<file path="src/rtl/simple_processor_pkg.sv">
// Shared processor definitions: datapath width and the ALU function encoding.
package simple_processor_pkg;

  localparam int DATA_WIDTH = 32;

  // Only ADD, SUB, ADDI and MUL are executed by the math ALU; the remaining
  // encodings belong to other units and are reported as illegal here.
  typedef enum logic [2:0] {
    FUNC_ADD  = 3'd0,
    FUNC_SUB  = 3'd1,
    FUNC_ADDI = 3'd2,
    FUNC_MUL  = 3'd3,
    FUNC_AND  = 3'd4,
    FUNC_OR   = 3'd5
  } func_t;

endpackage

</file>
<file path="src/rtl/alu_math_mul_iter.sv">
// Radix-2 shift-add multiplier: one partial product per cycle, DATA_WIDTH
// cycles per operation. product_o is valid in the cycle done_o is high.
module alu_math_mul_iter #(
  parameter int DATA_WIDTH = 32
) (
  input  logic                  clk_i,
  input  logic                  arst_ni,
  input  logic                  start_i,
  input  logic [DATA_WIDTH-1:0] a_i,
  input  logic [DATA_WIDTH-1:0] b_i,
  output logic                  done_o,
  output logic [DATA_WIDTH-1:0] product_o
);

  localparam int CNT_W = $clog2(DATA_WIDTH);
  localparam logic [CNT_W-1:0] CNT_LAST = CNT_W'(DATA_WIDTH - 1);

  logic                  busy_q;
  logic [CNT_W-1:0]      cnt_q;
  logic [DATA_WIDTH-1:0] mcand_q;
  logic [DATA_WIDTH-1:0] mplier_q;
  logic [DATA_WIDTH-1:0] acc_q;
  logic [DATA_WIDTH-1:0] acc_next;

  // Only low DATA_WIDTH bits are kept, so the signed/unsigned distinction vanishes.
  assign acc_next  = acc_q + (mplier_q[0] ? mcand_q : '0);
  assign done_o    = busy_q && (cnt_q == CNT_LAST);
  assign product_o = acc_next;

  // Iteration control: busy flag and step counter, cleared by reset to abort.
  always_ff @(posedge clk_i or negedge arst_ni) begin
    if (!arst_ni) begin
      busy_q <= 1'b0;
      cnt_q  <= '0;
    end else if (start_i) begin
      busy_q <= 1'b1;
      cnt_q  <= '0;
    end else if (busy_q) begin
      cnt_q <= cnt_q + CNT_W'(1);
      if (done_o) busy_q <= 1'b0;
    end
  end

  // Datapath: shift multiplicand left, multiplier right, accumulate.
  always_ff @(posedge clk_i) begin
    if (start_i) begin
      mcand_q  <= a_i;
      mplier_q <= b_i;
      acc_q    <= '0;
    end else if (busy_q) begin
      mcand_q  <= mcand_q << 1;
      mplier_q <= mplier_q >> 1;
      acc_q    <= acc_next;
    end
  end

endmodule

</file>
<file path="src/rtl/alu_math_mc.sv">
// Multi-cycle handshaked ALU math path: ADD, SUB, ADDI in one cycle, optional
// iterative MUL when ALU_MATH_MUL_EN is defined (otherwise MUL is illegal).
module alu_math_mc
  import simple_processor_pkg::*;
#(
  parameter int DATA_WIDTH = simple_processor_pkg::DATA_WIDTH,
  parameter int IMM_WIDTH  = 6
) (
  input  logic                  clk_i,
  input  logic                  arst_ni,
  input  logic                  req_valid_i,
  output logic                  req_ready_o,
  input  func_t                 func_i,
  input  logic [DATA_WIDTH-1:0] rs1_data_i,
  input  logic [DATA_WIDTH-1:0] rs2_data_i,
  input  logic [IMM_WIDTH-1:0]  imm_i,
  output logic                  rsp_valid_o,
  input  logic                  rsp_ready_i,
  output logic [DATA_WIDTH-1:0] result_o,
  output logic                  illegal_o
);

  typedef enum logic [1:0] {IDLE, CALC, DONE} state_t;

  state_t                state_q, state_d;
  logic                  handshake;
  logic                  legal;
  logic                  is_mul;
  logic [DATA_WIDTH-1:0] op_b;
  logic                  carry_in;
  logic [DATA_WIDTH-1:0] sum;
  logic                  mul_done;
  logic [DATA_WIDTH-1:0] mul_product;
  logic [DATA_WIDTH-1:0] result_q;
  logic                  illegal_q;

  function automatic logic [DATA_WIDTH-1:0] sign_ext(input logic signed [IMM_WIDTH-1:0] v);
    return {{(DATA_WIDTH-IMM_WIDTH){v[IMM_WIDTH-1]}}, v};
  endfunction

  assign req_ready_o = (state_q == IDLE);
  assign rsp_valid_o = (state_q == DONE);
  assign handshake   = req_valid_i && req_ready_o;
  assign result_o    = result_q;
  assign illegal_o   = illegal_q;

  // Decode: select the shared adder's second operand and carry-in.
  always_comb begin
    op_b     = rs2_data_i;
    carry_in = 1'b0;
    legal    = 1'b1;
    is_mul   = 1'b0;
    case (func_i)
      FUNC_ADD:  ;
      FUNC_SUB: begin
        op_b     = ~rs2_data_i;
        carry_in = 1'b1;
      end
      FUNC_ADDI: op_b = sign_ext(imm_i);
`ifdef ALU_MATH_MUL_EN
      FUNC_MUL:  is_mul = 1'b1;
`endif
      default:   legal = 1'b0;
    endcase
  end

  assign sum = rs1_data_i + op_b + {{(DATA_WIDTH-1){1'b0}}, carry_in};

`ifdef ALU_MATH_MUL_EN
  alu_math_mul_iter #(
    .DATA_WIDTH (DATA_WIDTH)
  ) u_mul (
    .clk_i     (clk_i),
    .arst_ni   (arst_ni),
    .start_i   (handshake && is_mul),
    .a_i       (rs1_data_i),
    .b_i       (rs2_data_i),
    .done_o    (mul_done),
    .product_o (mul_product)
  );
`else
  assign mul_done    = 1'b0;
  assign mul_product = '0;
`endif

  // State register; reset abandons any in-flight or pending operation.
  always_ff @(posedge clk_i or negedge arst_ni) begin
    if (!arst_ni) state_q <= IDLE;
    else          state_q <= state_d;
  end

  // Next-state logic.
  always_comb begin
    state_d = state_q;
    case (state_q)
      IDLE: if (handshake) state_d = is_mul ? CALC : DONE;
      CALC: if (mul_done) state_d = DONE;
      DONE: if (rsp_ready_i) state_d = IDLE;
      default: state_d = IDLE;
    endcase
  end

  // Result register: loaded at handshake (single-cycle ops) or at MUL completion.
  always_ff @(posedge clk_i or negedge arst_ni) begin
    if (!arst_ni) begin
      result_q  <= '0;
      illegal_q <= 1'b0;
    end else if (handshake && !is_mul) begin
      result_q  <= legal ? sum : '0;
      illegal_q <= !legal;
    end else if ((state_q == CALC) && mul_done) begin
      result_q  <= mul_product;
      illegal_q <= 1'b0;
    end
  end

endmodule

</file>
<file path="config.mk">
export PLATFORM = sky130hd
export DESIGN_NAME = alu_math_mc
export DESIGN_NICKNAME = d
export VERILOG_FILES = /design/src/rtl/simple_processor_pkg.sv /design/src/rtl/alu_math_mul_iter.sv /design/src/rtl/alu_math_mc.sv
export SDC_FILE = /design/constraint.sdc
export NUM_CORES = 1
export LEC_CHECK = 0
export BUFFER_PORTS_ARGS = -buffer_cell sky130_fd_sc_hd__clkbuf_2
export CAP_MARGIN = 20
export CORE_MARGIN = 1
export CORE_UTILIZATION = 45
export CTS_CLUSTER_SIZE = 20
export DETAILED_ROUTE_END_ITERATION = 10
export GPL_ROUTABILITY_DRIVEN = 0
export HOLD_SLACK_MARGIN = 0.08
export PLACE_DENSITY = 0.72
export REMOVE_ABC_BUFFERS = 1
export SLEW_MARGIN = 5
export SYNTH_ARGS = -nofsm -noshare
export SYNTH_HDL_FRONTEND = slang
export SYNTH_HIERARCHICAL = 1
export SYNTH_SLANG_ARGS = --single-unit
</file>
<file path="constraint.sdc">
create_clock -name clk_i -period 4.45 [get_ports clk_i]
set_input_delay 0.6675 -clock clk_i [delete_from_list [all_inputs] [get_ports clk_i]]
set_output_delay 0.6675 -clock clk_i [all_outputs]
set_load 0.05 [all_outputs]
</file>
# After elaboration in Yosys (flattened, before gate mapping)
# Index checks and enable logic that the tools add are counted.
[word_totals]
register_bits = 35
inputBits = 77
output_inout_bits = 35
wordCells = 26
[op_classes]
add_sub_neg = 2
n_eq_ne = 6
n_mux = 7
bitwise_logic = 2
n_reduce_logical = 6
[ops]
columns = ["cell", "n"]
rows = [
  ["one-hot mux 32 bit (2 select lines)", 1],
  ["adder 32 x 1 -> 32 bit", 1],
  ["adder 32 bit", 1],
  ["two-way mux 32 bit", 1],
  ["NOT 32 bit", 1],
  ["one-hot mux 2 bit (3 select lines)", 1],
  ["two-way mux 2 bit", 2],
  ["!= test 2 x 1 -> 1 bit, second input constant", 2],
  ["equality test 3 x 1 -> 1 bit, second input constant", 1],
  ["equality test 3 x 2 -> 1 bit, second input constant", 1],
  ["zero test 3 bit", 1],
  ["AND reduction 3 bit", 1],
  ["OR reduction 3 bit", 1],
  ["equality test 2 x 1 -> 1 bit, second input constant", 1],
  ["equality test 2 bit, second input constant", 1],
  ["zero test 2 bit", 1],
  ["two-way mux 1 bit", 2],
  ["logical AND 1 bit", 1],
  ["zero test 1 bit", 1],
  ["NOT 1 bit", 1],
]

# Depth between registers and ports, before layout
[logic_depth]
word_depth = 5
ltp_mapped = 15
ltp_nobuf = 13

# Least setup slack after synthesis
# No wires, ideal clock.
[synth_timing]
kind = "input-to-reg"
start = "in func_i[0]"
end = "reg result_q[28] (netlist: result_o[28])"
setup_ns = 0.070
t_arrival_ns = 3.743
required_ns = 4.380
setup_slack_ns = 0.637
stages = 13
n_path_buf = 2
path_cell_list = "nor2b_1 nand2b_1 clkbuf_1 buf_1 fa_1 fa_1 and2b_1 o2111ai_1 a21oi_2 nor4_2 o31a_1 or4_1 nand3_1"
[synth_between]
elab_chain_cells = 5
word_cells_on_any_way = 10
cone_classes = "add/sub: 2; eq/ne: 2; mux: 4; reduce/logical: 2"
[synth_rtl]
columns = ["item", "line_no", "rtl"]
rows = [
  ["from (decl)", "alu_math_mc.sv:13", "input func_t func_i,"],
  ["equality test 3 x 2 -> 1 bit / equality test 3 x 1 -> 1 bit (equally long branches)", "alu_math_mc.sv:53", "case (func_i)"],
  ["one-hot mux 32 bit (2 select lines)", "alu_math_mc.sv:53", ""],
  ["adder 32 bit", "alu_math_mc.sv:67", "assign sum = rs1_data_i + op_b + {{(DATA_WIDTH-1){1'b0}}, carry_in};"],
  ["adder 32 x 1 -> 32 bit", "alu_math_mc.sv:67", ""],
  ["two-way mux 32 bit *", "alu_math_mc.sv:109", "result_q <= legal ? sum : '0;"],
  ["to (signal assigned)", "alu_math_mc.sv:109", ""],
  ["to (signal assigned)", "alu_math_mc.sv:112", "result_q <= mul_product;"],
  ["to (decl)", "alu_math_mc.sv:34", "logic [DATA_WIDTH-1:0] result_q;"],
]
# Every way passes the cells marked *; elsewhere a longest branch is shown, timed or not.
# A chain may end at the register's enable or synchronous reset.

# Final worst setup path
# Same ends and word-level chain as after synthesis.

==> results.cfg <==
[sta]
fin_crit_sh = 0.847
setup-tns-final_ps = 0
max_slew.worst_pin.slew_ps = 926
hold_violations = 0
fin_crit_ps = 3770
rsz0062_at_grt = no
setup_viol = 0
fmax_mhz = 265
finalClockSkew_ps = 5.19
slew_viol_final = 0
slew_headroom = 0.382

[worst_hold_path]
hp-class = reg2reg

[grt]
grt_pass1_wl_um = 16100
grt.busiest_layer = met2
track_usage = 0.241
antenna_found_initial = 0
grt_use_met3 = 0.0262
grt_pass1_vias = 3467
grt_use_met2 = 0.403
grt_max_degree = 35
gr-total-overflow = 0
use_met1 = 0.327

[cells_and_area]
drive_above_1_share = 0.241
fillCellCount = 720
final_nets = 659
regArea_um2 = 851
antennaDiodeCount = 0
area.growth.synth_to_final_pct = 20.4
multiInputGateArea_um2 = 2520

[placement]
place_hpwl_um = 7580
io_buffers = 111

[clock_tree]
cts_max_level = 2
cts_tree = built
clk_path_buf_depth = 2
post_cts_buffers = 0
clk_pin_slew_worst_paths_ps = 60
cts-resized-gates = 0
clk_latency_ps = 280
numCtsBuffers = 5
ctsHoldBuffers = 0
clkSinkCount = 34
cts_root_buffer = clkbuf_8

[die]
coreArea_um2 = 7370
start_util = 0.474
ioPinCount = 112
die_area_um2 = 8120
chipWidth_um = 90.1
die_h_um = 90.1
rows = 31

[worst_setup_path]
worstPathCellList = clkbuf_2 > a21oi_2 > o21a_1 > o22ai_1 > fa_1 > fa_1 > and2b_1 > o2111ai_1 > a21oi_2 > nor4_2 > o31a_1 > or4_1 > nand3_1
end_kind = register
critPathMaxStageDelay_ps = 490
slowest_stage = or4_1
worst-endpoint-arrival_ps = 3990
path_class = in2reg
crit_fanout = 6
cp.required_ps = 4670
crit_path_start_kind = input pin

[pwr]
p_leak_uw = 0.00204
ir_worst_vdd_mv = 0.160
p_total_uw = 1500
powerDensity_nw_per_um2 = 356

[synth]
synth_area_um2 = 3490
yosysWarnings = 6
synth_seq_cells = 34
ys_top_cells_by_area = dfrtp_1, ha_1, nand2_1
ys_seq_area_frac = 0.244
synthArstFlopShare = 1.00
synthCells = 452
syn_area_per_cell_um2 = 7.73
ys_types = 60
synth_top_area_share = 0.244
synth_enable_flop_cells = 0
synth_ff_type = dfrtp_1
synth_top_cell_by_area = dfrtp_1

[routing]
avgViaCountPerCell = 5.69
drt_iter0_drc = 188
dr.pass1.iters = 5
drt_wl_total_um = 9670
final_antenna_net_count = 0
post-route-drc-count = 0
wl_per_cell_um = 14.9
via_count = 3697

[flow_run]
maxCapViolations = 0

[run_status]
outcome = completed
## cell usage in the layout (no fill, tap or decap), types with 4 or more instances in the layout
master / n
clkbuf_2: 111
nand2_1: 76
o21ai_0: 42
o211ai_1: 35
dfrtp_1: 34
a21oi_1: 30
ha_1: 30
nor2_1: 25
xnor2_1: 13
xor2_1: 12
nand3_1: 12
a21o_1: 10
inv_1: 8
nand2b_1: 8
and3_1: 7
nand4_1: 7
nor2b_1: 6
clkbuf_8: 6
o22a_1: 5
a31oi_1: 4
buf_4: 4
## layer usage
metal	vias to the layer above	wire length [um]
met5	-	0
met4	0	140
met3	11	428
met2	118	4460
met1	1687	4640
li1	1881	-
## layout make-up
class | instances | share of cell area
tap | 99 | 0.0294
inverter | 8 | 0.00714
timing repair buffer | 115 | 0.139
clock buffer | 7 | 0.0205
sequential | 34 | 0.202
clock inverter | 1 | 0.00119
multi-input combinational | 386 | 0.600
## critical path, delay by kind of cell
family,cells,cell delay (ps)
AOI/OAI and AO/OA,6,1420
and+or+nand+nor,4,930
adders and majority gates,2,840
buffers and inverters,1,140
## worst paths after layout
| path | start | endpoint | slack, ps | cells after the start |
|---|---|---|---|---|
| max | func_i[0] | result_o[28] | 680 | 13 |
| min | result_o[30] | result_o[30] | 480 | 2 |
| max reg2reg | state_q[1] | result_o[31] | 2290 | 5 |
| min reg2reg | result_o[30] | result_o[30] | 480 | 2 |
| max in group asynchronous | arst_ni | result_o[29] | 3360 | 1 |
| min in group asynchronous | arst_ni | result_o[8] | 510 | 1 |
## state kept, by name, indices dropped and copies added, names as in the netlist
signal and cells:
result_o 32, illegal_o 1, state_q 1
## metrics by stage
step / hold WS (ps) / instance area (um^2) / cells / utilization / setup slack [ps]
final: 481 / 4210 / 650 / 0.571 / 680
after global routing: 507 / 4210 / 650 / 0.571 / 428
after CTS: 490 / 4210 / 650 / 0.571 / 681
after detailed placement: 473 / 4120 / 642 / 0.558 / 417
after global placement: 463 / 4120 / 642 / 0.558 / 571
after floorplan: 372 / 3400 / 428 / - / 531
## kinds of logic after synthesis
logic type / synth area share
AOI/OAI and AO/OA: 0.326
and+or+nand+nor: 0.212
DFF: 0.244
buffers and inverters: 0.0347
adders and majority gates: 0.119
xor gates and xnor gates: 0.0627
muxes: 0.00287
## synth_stat cells (10+ instances only)
| master | instances |
|---|---|
| dfrtp_1 | 34 |
| o21ai_0 | 42 |
| a21o_1 | 10 |
| nand2_1 | 76 |
| ha_1 | 30 |
| clkbuf_1 | 21 |
| nor2_1 | 25 |
| o211ai_1 | 35 |
| nand3_1 | 12 |
| xnor2_1 | 13 |
| xor2_1 | 12 |
| a21oi_1 | 30 |
## power by group
group          internal, uW  leakage [uW]  switching (uW)
clock                   125     0.0000482             115
sequential              374      0.000447            38.3
combinational           270       0.00155             574
Power figures use the tool's default switching activity.
